==> src/rtl/hpdmc_wrpath_ddr16_if.sv <==
// Controller/FIFO-side and pad-side signals of the DDR16 write datapath, bundled per direction.
interface hpdmc_wrpath_ddr16_if;
  logic        write_start;
  logic        busy;
  logic [31:0] wr_data;
  logic [3:0]  wr_mask;
  logic        wr_valid;
  logic        wr_ready;
  logic [15:0] d0;
  logic [15:0] d1;
  logic [1:0]  dm0;
  logic [1:0]  dm1;
  logic        dq_oe;
  logic        dqs_oe;
  logic        dqs_d0;
  logic        dqs_d1;
  logic        underrun;
  logic        underrun_clr;

  modport master (
    output write_start, wr_data, wr_mask, wr_valid, underrun_clr,
    input  busy, wr_ready, d0, d1, dm0, dm1, dq_oe, dqs_oe, dqs_d0, dqs_d1, underrun
  );

  modport slave (
    input  write_start, wr_data, wr_mask, wr_valid, underrun_clr,
    output busy, wr_ready, d0, d1, dm0, dm1, dq_oe, dqs_oe, dqs_d0, dqs_d1, underrun
  );
endinterface

==> src/rtl/hpdmc_wrpath_ddr16.sv <==
// DDR16 write datapath: pulls BURST words per write, splits them into DDR beats, drives DQS/OE/DM.
// Optional HPDMC_WR_MASK_EN forwards wr_mask onto dm0/dm1 for accepted words.
module hpdmc_wrpath_ddr16 #(
  parameter int BURST  = 4,
  parameter int WR_LAT = 1
) (
  input logic                   sys_clk,
  input logic                   sys_rst_n,
  hpdmc_wrpath_ddr16_if.slave   bus
);

  typedef enum logic [2:0] {IDLE, WAIT, PRE, DATA, POST} state_t;

  localparam logic [3:0] WORD_LAST = 4'(BURST - 1);
  localparam logic [3:0] LAT_LAST  = (WR_LAT > 1) ? 4'(WR_LAT - 2) : 4'd0;

  state_t     state, state_nxt;
  logic [3:0] lat_cnt, lat_nxt;
  logic [3:0] word_cnt, word_nxt;
  logic       ready;
  logic [1:0] acc_dm0, acc_dm1;

`ifdef HPDMC_WR_MASK_EN
  assign acc_dm0 = bus.wr_mask[1:0];
  assign acc_dm1 = bus.wr_mask[3:2];
`else
  assign acc_dm0 = 2'b00;
  assign acc_dm1 = 2'b00;
`endif

  always_ff @(posedge sys_clk or negedge sys_rst_n) begin
    if (!sys_rst_n) begin
      state    <= IDLE;
      lat_cnt  <= 4'd0;
      word_cnt <= 4'd0;
    end else begin
      state    <= state_nxt;
      lat_cnt  <= lat_nxt;
      word_cnt <= word_nxt;
    end
  end

  // The last DATA cycle only drains the word fetched one cycle earlier, so it does not fetch.
  always_comb begin
    state_nxt = state;
    lat_nxt   = lat_cnt;
    word_nxt  = word_cnt;
    ready     = 1'b0;
    case (state)
      IDLE: begin
        if (bus.write_start) begin
          lat_nxt   = 4'd0;
          word_nxt  = 4'd0;
          state_nxt = (WR_LAT == 1) ? PRE : WAIT;
        end
      end
      WAIT: begin
        if (lat_cnt == LAT_LAST) state_nxt = PRE;
        else                     lat_nxt   = lat_cnt + 4'd1;
      end
      PRE: begin
        ready     = 1'b1;
        word_nxt  = 4'd0;
        state_nxt = DATA;
      end
      DATA: begin
        if (word_cnt == WORD_LAST) begin
          state_nxt = POST;
        end else begin
          ready    = 1'b1;
          word_nxt = word_cnt + 4'd1;
        end
      end
      POST:    state_nxt = IDLE;
      default: state_nxt = IDLE;
    endcase
  end

  assign bus.wr_ready = ready;

  // Outputs are registered from the next state so they line up with the state they describe.
  always_ff @(posedge sys_clk or negedge sys_rst_n) begin
    if (!sys_rst_n) begin
      bus.busy     <= 1'b0;
      bus.dq_oe    <= 1'b0;
      bus.dqs_oe   <= 1'b0;
      bus.dqs_d0   <= 1'b0;
      bus.dqs_d1   <= 1'b0;
      bus.d0       <= 16'h0000;
      bus.d1       <= 16'h0000;
      bus.dm0      <= 2'b00;
      bus.dm1      <= 2'b00;
      bus.underrun <= 1'b0;
    end else begin
      bus.busy   <= (state_nxt != IDLE);
      bus.dqs_oe <= (state_nxt == PRE) || (state_nxt == DATA) || (state_nxt == POST);
      bus.dq_oe  <= (state_nxt == DATA);
      bus.dqs_d0 <= (state_nxt == DATA);
      bus.dqs_d1 <= 1'b0;
      if (ready && bus.wr_valid) begin
        bus.d0  <= bus.wr_data[15:0];
        bus.d1  <= bus.wr_data[31:16];
        bus.dm0 <= acc_dm0;
        bus.dm1 <= acc_dm1;
      end else if (ready) begin
        bus.d0  <= 16'h0000;
        bus.d1  <= 16'h0000;
        bus.dm0 <= 2'b11;
        bus.dm1 <= 2'b11;
      end else begin
        bus.d0  <= 16'h0000;
        bus.d1  <= 16'h0000;
        bus.dm0 <= 2'b00;
        bus.dm1 <= 2'b00;
      end
      if (bus.underrun_clr)             bus.underrun <= 1'b0;
      else if (ready && !bus.wr_valid)  bus.underrun <= 1'b1;
    end
  end

endmodule

==> src/flat_wrapper.sv <==
// flat-port wrapper written by rule: the top's interface ports become plain ports
module hpdmc_wrpath_ddr16_flat 
#(
  parameter int BURST  = 4,
  parameter int WR_LAT = 1
)
  (sys_clk, sys_rst_n, bus_write_start, bus_wr_data, bus_wr_mask, bus_wr_valid, bus_underrun_clr, bus_busy, bus_wr_ready, bus_d0, bus_d1, bus_dm0, bus_dm1, bus_dq_oe, bus_dqs_oe, bus_dqs_d0, bus_dqs_d1, bus_underrun);
  hpdmc_wrpath_ddr16_if bus_i ();
  input logic sys_clk;
  input logic sys_rst_n;
  input wire logic [$bits(bus_i.write_start)-1:0] bus_write_start;
  input wire logic [$bits(bus_i.wr_data)-1:0] bus_wr_data;
  input wire logic [$bits(bus_i.wr_mask)-1:0] bus_wr_mask;
  input wire logic [$bits(bus_i.wr_valid)-1:0] bus_wr_valid;
  input wire logic [$bits(bus_i.underrun_clr)-1:0] bus_underrun_clr;
  output wire logic [$bits(bus_i.busy)-1:0] bus_busy;
  output wire logic [$bits(bus_i.wr_ready)-1:0] bus_wr_ready;
  output wire logic [$bits(bus_i.d0)-1:0] bus_d0;
  output wire logic [$bits(bus_i.d1)-1:0] bus_d1;
  output wire logic [$bits(bus_i.dm0)-1:0] bus_dm0;
  output wire logic [$bits(bus_i.dm1)-1:0] bus_dm1;
  output wire logic [$bits(bus_i.dq_oe)-1:0] bus_dq_oe;
  output wire logic [$bits(bus_i.dqs_oe)-1:0] bus_dqs_oe;
  output wire logic [$bits(bus_i.dqs_d0)-1:0] bus_dqs_d0;
  output wire logic [$bits(bus_i.dqs_d1)-1:0] bus_dqs_d1;
  output wire logic [$bits(bus_i.underrun)-1:0] bus_underrun;
  assign bus_i.write_start = bus_write_start;
  assign bus_i.wr_data = bus_wr_data;
  assign bus_i.wr_mask = bus_wr_mask;
  assign bus_i.wr_valid = bus_wr_valid;
  assign bus_i.underrun_clr = bus_underrun_clr;
  assign bus_busy = bus_i.busy;
  assign bus_wr_ready = bus_i.wr_ready;
  assign bus_d0 = bus_i.d0;
  assign bus_d1 = bus_i.d1;
  assign bus_dm0 = bus_i.dm0;
  assign bus_dm1 = bus_i.dm1;
  assign bus_dq_oe = bus_i.dq_oe;
  assign bus_dqs_oe = bus_i.dqs_oe;
  assign bus_dqs_d0 = bus_i.dqs_d0;
  assign bus_dqs_d1 = bus_i.dqs_d1;
  assign bus_underrun = bus_i.underrun;
  hpdmc_wrpath_ddr16 #(.BURST(BURST), .WR_LAT(WR_LAT)) u_core (.sys_clk(sys_clk), .sys_rst_n(sys_rst_n), .bus(bus_i));
endmodule
==> config.mk <==
export PLATFORM = sky130hd
export DESIGN_NAME = hpdmc_wrpath_ddr16_flat
export DESIGN_NICKNAME = d
export VERILOG_FILES = /design/src/rtl/hpdmc_wrpath_ddr16_if.sv /design/src/rtl/hpdmc_wrpath_ddr16.sv /design/src/flat_wrapper.sv
export SDC_FILE = /design/constraint.sdc
export NUM_CORES = 1
export LEC_CHECK = 0
export ABC_AREA = 1
export ABC_CLOCK_PERIOD_IN_PS = 1550
export CELL_PAD_IN_SITES_DETAIL_PLACEMENT = 1
export CELL_PAD_IN_SITES_GLOBAL_PLACEMENT = 2
export CORE_ASPECT_RATIO = 0.7
export CORE_MARGIN = 2
export CORE_UTILIZATION = 25
export CTS_BUF_LIST = sky130_fd_sc_hd__clkbuf_4 sky130_fd_sc_hd__clkbuf_8
export DETAILED_ROUTE_END_ITERATION = 8
export GPL_TIMING_DRIVEN = 0
export PLACE_DENSITY_LB_ADDON = 0.1
export SYNTH_ARGS = -nofsm -noshare
export SYNTH_HDL_FRONTEND = slang
export SYNTH_SLANG_ARGS = --single-unit
==> constraint.sdc <==
create_clock -name sys_clk -period 1.55 [get_ports sys_clk]
set_clock_uncertainty 0.1 [all_clocks]
set_input_delay 0.465 -clock sys_clk [delete_from_list [all_inputs] [get_ports sys_clk]]
set_output_delay 0.465 -clock sys_clk [all_outputs]
set_load 0.005 [all_outputs]
==> impl_metrics.csv, run 1 <==
group,metric,value,unit
die,core,7800,um^2
pwr,p_leak,1.72,nW
setup_path,start_kind,"flip-flop",
place,pre_cts_ws,-556,ps
clock_network,cts_tree,"built",
synth,synthAdderAreaFrac,1.88,%
pwr,netSwitchingPower,1.55,mW
final_layout,final_common_cell,"dfrtp_1",
setup_path,path_cells,"ha_2 > nand2_2 > inv_2 > nand2_4 > nand2_4 > inv_2 > buf_2",
job,cap_violations,0,
timing,setup_ws,-279,ps
setup_path,r2r-start,"u_core.word_cnt[1]",
setup_path,crit_required,980,ps
worst_hold_path,whs_path_depth,2,
worst_hold_path,hold_start,"u_core.bus.underrun",
clock_network,root_buffer,"clkbuf_8",
place,hpwl,3840,um
status,violations,"negative setup slack",
setup_path,crit_type,"flip-flop to primary output",
place,placed_cells,387,
grt,grt_usage,12.4,%
timing,rsz0062_at_grt,"yes",
synth,ys_top_cells_by_area,"dfrtp_1 (60%), nor2_2 (10%), inv_1 (9.0%)",
die,fp.dieW,111,um
clock_network,cts_buffer_depth,2,
synth,ys_ff_latch,48,
synth,synth-simple-area-share,23.7,%
detailed_routing,ant_nets,0,
pwr,clkPwrFrac,17.9,%
final_layout,finalNonFillerCells,409,
place,gp_congestion,0.691,
pwr,switching_share,34.5,%
synth,avgSynthCellArea,9.65,um^2
pwr,power_frac_seq,38.5,%
grt,grt_pass1_vias,1620,
synth,ys_warn_count,0,
pwr,p_int,2.93,mW
grt,grt_overflow,0,
synth,synth-xor-area-share,0.877,%
synth,synth_cells,207,
final_layout,final_cell_mix,"dfrtp_1 (48), inv_1 (47), clkdlybuf4s50_1 (35)",
die,die-area,8740,um^2
grt,grt_pass1_wl,8340,um
setup_path,cp_max_fo,2,
final_layout,utilization,41.0,%
synth,synth-compound-area-share,0.250,%
final_layout,drive_gt1_share,25.6,%
grt,antenna_found_initial,0,
setup_path,cp.arrival,1260,ps
place,placed_cell_area,2920,um^2
clock_network,clk_pin_slew_worst_paths,90,ps
timing,maxSlewViolCount,0,
detailed_routing,dr_total_vias,1610,
final_layout,antenna_cells,0,
setup_path,cp-startpoint,"u_core.word_cnt[0]",
final_layout,final_cell_area,3200,um^2
clock_network,cts_sinks,48,
synth,synthesis.nets,251,
synth,synth_mux_area_share,0,%
setup_path,cp_slowest_cell,"dfrtp_1",
clock_network,clk_latency,300,ps
setup_path,rr_worst_depth,10,
pwr,cellPowerDensity,1400,nW/um^2
synth,syn_area,2000,um^2
worst_hold_path,hp-class,"flip-flop to flip-flop",
setup_path,cpPeakStageDelay,400,ps
detailed_routing,drc,0,
synth,synth_top_family_by_area,"simple AND/OR/NAND/NOR gates",
synth,ys_types,17,
detailed_routing,vias_per_cell,3.94,
detailed_routing,routed_wl,5290,um
clock_network,cts.htree.levels,2,
synth,synth_top_cell_area_share,60.1,%
grt,grt_max_degree,36,
die,chipHeight,78.8,um
synth,yosysSeqAreaShare,60.1,%
pwr,power_frac_comb,43.6,%
die,initial_core_util,25.6,%
timing,tns,-509,ps
timing,hold_violations,0,
timing,fin_crit,1830,ps
detailed_routing,wl_per_cell,12.9,um
die,io_pins,84,
clock_network,cts_made_buffers,5,
timing,min_period_over_period,118,%
setup_path,crit_path_end_kind,"primary output",
synth,yosys.area.top_type,"dfrtp_1",
die,row_count,27,
detailed_routing,first_pass_iters,4,
detailed_routing,initialDrtViolationCount,59,
timing,setup_viol,4,
place,port_buffers,78,
final_layout,nNetsFinal,351,
timing,clock.fmax,0.547,GHz
pwr,ir_worst_vdd,0.413,mV
status,outcome,"finished with violations",
final_layout,areaGrowthSynthToFinish,60.1,%
==> metal layers <==
metal  global-route usage, %  vias to the layer above  part of all wire, %
met5                       0                        -                    0
met4                    4.13                        0                  1.3
met3                    4.27                        5                  7.2
met2                    17.7                       49                   42
met1                    17.5                      768                   49
li1                        -                      788                    -
==> cell families after synthesis <==
| group | Yosys count |
|---|---|
| and+or+nand+nor | 94 |
| buffers and inverters | 58 |
| DFF | 48 |
| adders and majority gates | 3 |
| xor gates and xnor gates | 2 |
| AOI/OAI and AO/OA | 1 |
| other | 1 |
==> final timing paths <==
| path | to | slack [ps] |
|---|---|---|
| setup / recovery | bus_wr_ready | -280 |
| hold / removal | u_core.bus.underrun | 420 |
| setup reg to reg | u_core.bus.d0[8] | 60 |
| hold reg to reg | u_core.bus.underrun | 420 |
| max in group asynchronous | u_core.lat_cnt[3] | 320 |
| min in group asynchronous | u_core.bus.d0[14] | 510 |
==> sequential cells by signal, summed over array words and instances (netlist names) <==
| register | cells |
|---|---|
| u_core.bus.dm0 | 1 |
| u_core.bus.d0 | 16 |
| u_core.bus.underrun | 1 |
| u_core.word_cnt | 4 |
| u_core.bus.dq_oe | 1 |
| u_core.bus.d1 | 16 |
| u_core.bus.dqs_oe | 1 |
| u_core.state | 3 |
| u_core.bus.busy | 1 |
| u_core.lat_cnt | 4 |
==> worst max-delay path, delay by kind of cell, from the launching register on <==
family / cells / cell delay (ps)
buf+inv: 3 / 210
fa+ha+maj: 1 / 200
flops: 1 / 400
simple gates: 3 / 170
==> cells in the mapped netlist (all sizes together) <==
cell / n
dfrtp: 48
nand3b: 1
nand3: 14
conb: 1
xnor2: 2
nand4: 3
inv: 50
nor2: 40
buf: 8
nand2: 36
ha: 3
a21oi: 1
==> power groups by stage <==
| stage | Sequential, mW | Clock [mW] | Combinational (mW) |
|---|---|---|---|
| floorplan | 1.76 | 0 | 0.820 |
| global placement | 1.76 | 0 | 1.68 |
| detailed placement | 1.77 | 0 | 1.70 |
| CTS | 1.72 | 0.838 | 1.74 |
| global route | 1.77 | 0.905 | 2.17 |
| finish | 1.72 | 0.800 | 1.95 |
==> cell type report <==
class	instances	area [um^2]
clock inverter	2	15.0
buffer	8	108
sequential	48	1200
clock buffer	6	82.6
inverter	50	188
tap	101	126
fill	891	4600
timing repair buffer	93	902
multi-input combinational	101	577
==> through the flow <==
stage / total power [mW] / hold slack (ps)
after floorplan: 2.58 / 69.4
after global placement: 3.44 / 403
after detailed placement: 3.47 / 307
after CTS: 4.30 / 426
after global routing: 4.84 / 494
final: 4.47 / 422
==> what timing repair did <==
action                                 CTS  global route
setup endpoints to repair               46            56
endpoints found under the hold margin   13             0
pin swaps                                1             1
resized for setup                       72            28
buffers inserted                         9             4
hold buffers                             1             0
cloned                                   0             1
(Power assumes the default switching activity.)
==> run 2, diff against run 1 <==
--- a/config.mk
+++ b/config.mk
@@ -7,15 +7,13 @@
 export LEC_CHECK = 0
 export ABC_AREA = 1
 export ABC_CLOCK_PERIOD_IN_PS = 1550
-export CELL_PAD_IN_SITES_DETAIL_PLACEMENT = 1
-export CELL_PAD_IN_SITES_GLOBAL_PLACEMENT = 2
 export CORE_ASPECT_RATIO = 0.7
 export CORE_MARGIN = 2
-export CORE_UTILIZATION = 25
+export CORE_UTILIZATION = 44
 export CTS_BUF_LIST = sky130_fd_sc_hd__clkbuf_4 sky130_fd_sc_hd__clkbuf_8
 export DETAILED_ROUTE_END_ITERATION = 8
 export GPL_TIMING_DRIVEN = 0
-export PLACE_DENSITY_LB_ADDON = 0.1
+export PLACE_DENSITY = 0.82
 export SYNTH_ARGS = -nofsm -noshare
 export SYNTH_HDL_FRONTEND = slang
 export SYNTH_SLANG_ARGS = --single-unit
==> run 2 against run 1 <==
  * The flow still finishes with violations (negative setup slack)
  * Hold slack worse by 370 ps
  * Clock-buffer cell count is 2 higher
  * Setup slack better by 9.9 ps
  * Largest power group unchanged
  * Combinational power is 8% lower
==> impl_metrics.csv, run 2 (synthesis results as in run 1) <==
group,metric,value,unit
pwr,ir_worst_vdd,0.730,mV
clock_network,cts_sinks,48,
timing,rsz0062_at_grt,"yes",
clock_network,clk_latency,280,ps
place,port_buffers,78,
detailed_routing,dr_total_vias,1555,
setup_path,path_buf_inv,3,
place,gp_congestion,0.818,
pwr,fin_total_pwr,4.29,mW
grt,grt_pass1_wl,6750,um
pwr,p_leak,1.72,nW
detailed_routing,ant_nets,0,
setup_path,cp_slowest_cell,"dfrtp_1",
grt,antenna_found_initial,0,
final_layout,final_common_cell,"dfrtp_1",
timing,setup_viol,3,
final_layout,fill_cells,372,
job,cap_violations,0,
worst_hold_path,hp-class,"primary input to async pin",
die,initial_core_util,45.9,%
final_layout,antenna_cells,0,
die,fp.dieW,84.5,um
status,violations,"negative setup slack",
clock_network,cts.htree.levels,2,
final_layout,final_cell_area,3050,um^2
setup_path,path_delay_family,"flip-flops",
clock_network,clk_pin_slew_worst_paths,80,ps
die,io_pins,84,
clock_network,root_buffer,"clkbuf_8",
final_layout,drive_gt1_share,24.1,%
setup_path,crit_path_end_kind,"primary output",
final_layout,finalNonFillerCells,358,
clock_network,cts_buffer_depth,2,
timing,fin_crit,1820,ps
grt,grt_overflow,0,
place,placed_cells,341,
setup_path,crit_required,980,ps
clock_network,cts_made_buffers,5,
die,die-area,5100,um^2
status,outcome,"finished with violations",
clock_network,cts_tree,"built",
setup_path,reg2reg_slack,50,ps
clock_network,cts_hold_buf,0,
place,hpwl,2940,um
pwr,cellPowerDensity,1410,nW/um^2
final_layout,final_cell_mix,"dfrtp_1 (48), inv_1 (47), dlygate4sd2_1 (36)",
final_layout,areaGrowthSynthToFinish,52.5,%
detailed_routing,wl_per_cell,11.4,um
final_layout,reg_top3,"u_core.bus.d0: 16 flops, u_core.bus.d1: 16 flops",
detailed_routing,vias_per_cell,4.34,
setup_path,cp.arrival,1250,ps
setup_path,cp_common_cell,"nand2_4",
detailed_routing,routed_wl,4070,um
grt,grt_max_degree,26,
die,chipHeight,60.4,um
detailed_routing,initialDrtViolationCount,91,
setup_path,path_cells,"ha_2 > nand2_2 > inv_2 > nand2_4 > nand2_4 > inv_4 > buf_6",
setup_path,cp_max_fo,2,
timing,hold_violations,0,
detailed_routing,drc,0,
timing,worst_pin_slew,533,ps
setup_path,crit_type,"flip-flop to primary output",
detailed_routing,first_pass_iters,4,
grt,grt_pass1_vias,1497,
place,placed_cell_area,2860,um^2
grt,grt_usage,17.3,%
timing,maxSlewViolCount,0,
timing,min_period_over_period,117,%
setup_path,start_kind,"flip-flop",
die,row_count,20,
die,core,4350,um^2
setup_path,cpPeakStageDelay,400,ps
final_layout,nNetsFinal,346,
timing,setup_ws,-269,ps
timing,relSlewSlack,64.4,%
timing,clock.fmax,0.550,GHz
-- run 2: changes by cell type in the layout (fill, tap and decap cells not counted), sizes merged --
| cell | change |
|---|---|
| clkdlybuf4s15 | -13 |
| dlygate4sd3 | -1 |
| dlygate4sd2 | +14 |
| clkinvlp | -2 |
| buf | -4 |
| clkbuf | +1 |
-- run 2: worst paths after layout --
path | endpoint | cells past startpoint | start
worst min-delay path | u_core.bus.d1[5] | 1 | sys_rst_n
max in group asynchronous | u_core.bus.d0[9] | 2 | sys_rst_n
worst max-delay path | bus_wr_ready | 7 | u_core.word_cnt[0]
min in group sys_clk | u_core.word_cnt[3] | 2 | u_core.word_cnt[3]
worst min register to register | u_core.word_cnt[3] | 2 | u_core.word_cnt[3]
worst max register to register | u_core.bus.d1[7] | 10 | u_core.word_cnt[0]
-- run 2: layout make-up --
cell class	count	area (um^2)	share of cell area [%]
Buffer	8	105	3.45
Clock buffer	8	97.6	3.20
Inverter	50	190	6.24
Multi-Input combinational cell	101	569	18.7
Sequential cell	48	1200	39.4
Tap cell	55	68.8	2.26
Timing Repair Buffer	88	816	26.8
-- run 2: routing by layer --
metal  share of wire, %  vias up  global-route usage (%)
met4               0.86        0                    6.12
met3                 12        2                    8.44
met2                 44       66                    27.2
met1                 43      712                    21.4
li1                   -      775                       -
met5                  0        -                       0
-- run 2: power breakdown --
| group | leakage (nW) | internal, mW | switching [mW] |
|---|---|---|---|
| clock | 0.0523 | 0.399 | 0.367 |
| combinational | 1.05 | 0.919 | 0.886 |
| sequential | 0.620 | 1.55 | 0.163 |
-- run 2: worst register-to-register path, stage by stage, from the launching register on --
cell and delay [ps]:
dfrtp_1 400, ha_2 200, nand2_2 60, inv_2 50
nand2_4 60, nand2_4 60, inv_4 60, buf_4 130
nand2_8 80, buf_12 160, nor2_2 80
-- run 2: repair_timing --
action	CTS	global route
endpoints found under the hold margin	0	0
setup endpoints to repair	49	7
pin swaps	1	1
buffers inserted	6	3
gates resized for setup	63	14
-- run 2: through the flow --
stage	worst slack (ps)	util (%)	TNS (ps)	hold WS [ps]
floorplan	44.2	-	0	69.4
global placement	-1390	65.4	-67680	410
detailed placement	-532	65.7	-1040	381
CTS	-305	68.1	-406	66.1
global route	-347	70.0	-925	86.4
finish	-269	70.0	-333	51.0
